`src/rtl/div_hilo_ctrl.sv`:
```
// HI/LO register owner and launch/retire sequencer for the shared iterative
// divider; stalls HI/LO consumers and second divides while a divide is in flight.
module div_hilo_ctrl #(
  parameter int unsigned DATA_W = 32
) (
  input  logic              clock,
  input  logic              reset,
  input  logic              op_valid,
  input  logic [2:0]        op_code,
  input  logic [DATA_W-1:0] rs_val,
  input  logic [DATA_W-1:0] rt_val,
  input  logic              div_kill,
  output logic              stall,
  output logic [DATA_W-1:0] rd_val,
  output logic [DATA_W-1:0] hi,
  output logic [DATA_W-1:0] lo,
  output logic              div_start,
  output logic              div_signed,
  output logic [DATA_W-1:0] div_dividend,
  output logic [DATA_W-1:0] div_divisor,
  input  logic              div_busy,
  input  logic              div_done,
  input  logic [DATA_W-1:0] div_q,
  input  logic [DATA_W-1:0] div_r
);

  localparam logic [2:0] OP_DIV  = 3'b001;
  localparam logic [2:0] OP_DIVU = 3'b010;
  localparam logic [2:0] OP_MTHI = 3'b011;
  localparam logic [2:0] OP_MTLO = 3'b100;
  localparam logic [2:0] OP_MFHI = 3'b101;
  localparam logic [2:0] OP_MFLO = 3'b110;

  typedef enum logic [1:0] {
    S_IDLE   = 2'd0,
    S_LAUNCH = 2'd1,
    S_WAIT   = 2'd2,
    S_DRAIN  = 2'd3
  } state_t;

  state_t            r_state;
  logic [DATA_W-1:0] r_hi;
  logic [DATA_W-1:0] r_lo;
  logic              r_start;
  logic              r_signed;
  logic [DATA_W-1:0] r_dividend;
  logic [DATA_W-1:0] r_divisor;

  logic w_idle;
  logic w_hilo_op;
  logic w_is_div;
  logic w_done;

  assign w_idle    = (r_state == S_IDLE);
  assign w_hilo_op = (op_code != 3'b000) && (op_code != 3'b111);
  assign w_is_div  = (op_code == OP_DIV) || (op_code == OP_DIVU);
  // A genuine completion arrives only after the divider has dropped busy.
  assign w_done    = div_done & ~div_busy;

  assign stall = op_valid & ~w_idle & w_hilo_op;

  always_comb begin
    rd_val = '0;
    if (op_valid && w_idle) begin
      if (op_code == OP_MFHI)      rd_val = r_hi;
      else if (op_code == OP_MFLO) rd_val = r_lo;
    end
  end

  always_ff @(posedge clock) begin
    if (reset) begin
      r_state    <= S_IDLE;
      r_hi       <= '0;
      r_lo       <= '0;
      r_start    <= 1'b0;
      r_signed   <= 1'b0;
      r_dividend <= '0;
      r_divisor  <= '0;
    end else begin
      r_start <= 1'b0;
      case (r_state)
        S_IDLE: begin
          if (op_valid) begin
            if (w_is_div && (rt_val != '0)) begin
              r_dividend <= rs_val;
              r_divisor  <= rt_val;
              r_signed   <= (op_code == OP_DIV);
              r_start    <= 1'b1;
              r_state    <= S_LAUNCH;
            end else if (op_code == OP_MTHI) begin
              r_hi <= rs_val;
            end else if (op_code == OP_MTLO) begin
              r_lo <= rs_val;
            end
          end
        end
        S_LAUNCH: begin
          r_state <= div_kill ? S_DRAIN : S_WAIT;
        end
        S_WAIT: begin
          if (w_done) begin
            if (!div_kill) begin
              r_lo <= div_q;
              r_hi <= div_r;
            end
            r_state <= S_IDLE;
          end else if (div_kill) begin
            r_state <= S_DRAIN;
          end
        end
        S_DRAIN: begin
          if (w_done) r_state <= S_IDLE;
        end
        default: r_state <= S_IDLE;
      endcase
    end
  end

  assign hi           = r_hi;
  assign lo           = r_lo;
  assign div_start    = r_start;
  assign div_signed   = r_signed;
  assign div_dividend = r_dividend;
  assign div_divisor  = r_divisor;

endmodule

```
`config.mk`:
```
export PLATFORM = sky130hd
export DESIGN_NAME = div_hilo_ctrl
export DESIGN_NICKNAME = d
export VERILOG_FILES = /design/src/rtl/div_hilo_ctrl.sv
export SDC_FILE = /design/constraint.sdc
export NUM_CORES = 1
export LEC_CHECK = 0
export ABC_AREA = 1
export BUFFER_PORTS_ARGS = -buffer_cell sky130_fd_sc_hd__buf_2
export CAP_MARGIN = 10
export CORE_AREA = 2 2 137 139
export CTS_CLUSTER_DIAMETER = 150
export DETAILED_ROUTE_END_ITERATION = 12
export DIE_AREA = 0 0 139 141
export REMOVE_ABC_BUFFERS = 1
export SLEW_MARGIN = 20
export SYNTH_ARGS = -nofsm -noshare
export SYNTH_HDL_FRONTEND = slang
export SYNTH_SLANG_ARGS = --single-unit
```
`constraint.sdc`:
```
create_clock -name clock -period 4.2 [get_ports clock]
set_input_delay 0.42 -clock clock [delete_from_list [all_inputs] [get_ports clock]]
set_output_delay 0.42 -clock clock [all_outputs]
set_load 0.01 [all_outputs]
```
==> results.py <==
metrics = {
    "outcome": {
        "status": "complete, no violations",
    },
    "logic_synthesis": {
        "ys.flop_type": "dfxtp_1",
        "yosys.area.top_type_share_pct": 41.2,
        "async_reset_ff_share_pct": 0,
        "synthCells": 1038,
        "synth_area_per_cell_um2": 6.17,
        "ys_seq_area_share_pct": 41.2,
        "synth_edf_count": 0,
        "ys_seq_elements": 132,
        "ys_warn_count": 0,
        "ys_types": 25,
        "synth_top_cell_by_area": "dfxtp_1",
        "synth_area_leaders": "dfxtp_1 41%, nand2_1 24%, nor2_1 10%, inv_1 7.1%, a21oi_1 5.2%",
        "syn-cell-area_um2": 6410,
    },
    "sta": {
        "fin_tns_setup_ns": 0,
        "slew_headroom_pct": 35.6,
        "fin_skew_ns": 0.00651,
        "period_minus_slack_ns": 2.66,
        "min_period_over_period_pct": 63.2,
        "setup_viol": 0,
        "worst_slew_pin_slew_ns": 0.966,
        "slew_violations": 0,
        "achievable-frequency_ghz": 0.377,
        "rsz0062_at_grt": "no",
        "hold_viol_final": 0,
    },
    "setup_path": {
        "max_stage_delay_ns": 0.46,
        "criticalPathCategory": "flip-flop to output port",
        "endpoint_kind": "output port",
        "path_max_fanout": 18,
        "cpMaxStageDelayCell": "inv_1",
        "crit_arrival_ns": 2.24,
        "required_ns": 3.78,
        "reg2reg_setup_slack_ns": 1.81,
        "cp-start-kind": "flip-flop",
        "crit_chain": "inv_2 > nand2_1 > nor2_2 > inv_1 > buf_4 > nor2_1 > buf_2",
    },
    "routing": {
        "dr.pass1.iters": 4,
        "ant_nets": 0,
        "drc": 0,
        "vias": 7073,
        "drt-vias-per-instance": 4.56,
        "avgRoutedWirePerCell_um": 13.9,
        "drtIter0Drc": 348,
        "wirelength_um": 21600,
    },
    "clock_tree": {
        "post-cts-setup-buffers": 0,
        "clk_pin_slew_ns": 0.06,
        "cts_buffer_depth": 2,
        "cts_resized": 0,
        "cts_buffers": 17,
        "holdBufCountCts": 0,
        "cts_htree_levels": 4,
        "cts_tree": "built",
        "clk_latency_ns": 0.42,
        "cts.sink_count": 132,
        "root_buffer": "clkbuf_16",
    },
    "cells_and_area": {
        "syn_to_final_growth_pct": 33.0,
        "final_util_pct": 46.7,
        "seqCellArea_um2": 2640,
        "fin_cells": 1551,
        "nNetsFinal": 1441,
        "multi_input_area_um2": 2990,
        "drive_above_1_share_pct": 26.9,
        "nFillCells": 1982,
        "diodes": 0,
    },
    "placed_design": {
        "place.gp.congestion": 0.844,
        "dp_hpwl_um": 14800,
        "place.port_buffers": 299,
        "placed_cells": 1519,
    },
    "floorplan": {
        "rows": 50,
        "coreArea_um2": 18300,
        "die_y_um": 141,
        "die_x_um": 139,
        "ios": 300,
        "die_area_um2": 19600,
        "initial_core_util_pct": 35.1,
    },
    "global_routing": {
        "gr-total-overflow": 0,
        "grt_pass1_wl_um": 33800,
        "grt_max_degree": 66,
        "grt_pass1_vias": 6547,
        "grt_util_all_layers_pct": 21.6,
        "antenna_found_initial": 0,
    },
    "power": {
        "p_leak_uw": 0.00468,
        "power.total_uw": 3390,
        "vdd_ir_drop_max_mv": 0.262,
        "power_density_nw_per_um2": 398,
    },
    "job": {
        "cap_violations": 0,
    },
    "min_path": {
        "hp-class": "input pin to flip-flop",
    },
}
[worst max-delay path, delay by kind of cell, from the launching register on]
kind / cells / cell delay [ns]
buf+inv: 4 / 1.05
flops: 1 / 0.43
simple gates: 3 / 0.32
[synth_stat cells (2+ instances only)]
cell	count
nand3_1	6
clkbuf_1	27
buf_6	6
nor2_1	179
nand2_1	403
nor2_2	2
buf_4	4
a211oi_1	2
dfxtp_1	132
nand3_2	2
nand3_4	2
buf_2	21
o22ai_1	32
inv_2	6
inv_1	121
o21ai_0	18
nand4_1	2
a21oi_1	66
[path summary, 6_finish.rpt]
| kind | start | to | cells past startpoint |
|---|---|---|---|
| min | rt_val[5] | div_divisor[5] | 3 |
| min reg2reg | div_dividend[13] | div_dividend[13] | 2 |
| max reg2reg | r_state[0] | lo[27] | 9 |
| max | r_state[0] | rd_val[9] | 7 |
[layout by cell type, fill, tap and decap left out, drive strengths merged]
cell and count:
nand2 403, buf 305, nor2 182, dfxtp 132, inv 131, a21oi 67, o22ai 32, o21ai 20
clkbuf 19, nand3 10, clkinvlp 4, clkinv 4, a211oi 2, nand4 2, and2 2, o211ai 1
bufinv 1
[logic make-up after synthesis]
logic type	synth area share, %
buf+inv	12.2
compound gates	10.4
flops	41.2
simple gates	36.2
[flip-flops by register name (all words and copies together), names as in the netlist]
register and flops:
div_dividend 32, div_divisor 32, hi 32, lo 32, r_state 2, div_signed 1, div_start 1
[where the power goes]
part / internal [µW] / switching (µW) / leakage [µW] / total [µW]
Sequential: 1330 / 39.1 / 0.00107 / 1370
Clock: 853 / 613 / 0.000273 / 1470
Combinational: 199 / 351 / 0.00334 / 550
Total: 2390 / 1000 / 0.00468 / 3390
[per-stage QoR]
| stage | hold WS, ns | setup slack, ns | instance area, µm² |
|---|---|---|---|
| floorplan | 0.484 | 1.57 | 6100 |
| global placement | 0.449 | 1.57 | 7950 |
| detailed placement | 0.452 | 1.56 | 7950 |
| CTS | 0.237 | 1.49 | 8520 |
| global route | 0.253 | 1.38 | 8520 |
| finish | 0.253 | 1.54 | 8520 |
[final cells by class]
class	count	area share, %
Tap cell	234	3.44
Multi-Input combinational cell	721	35.1
Clock inverter	13	1.44
Clock buffer	19	5.31
Timing Repair Buffer	305	18.1
Inverter	127	5.59
Sequential cell	132	31.0
[metal layers]
metal	wire, µm	up-vias	GRT usage (%)
met3	1750	23	6.59
li1	-	3664	-
met1	9360	3142	25.9
met2	10100	244	37.3
met4	315	0	6.43
met5	0	-	0
No activity file was read; power rests on OpenSTA's default activity.
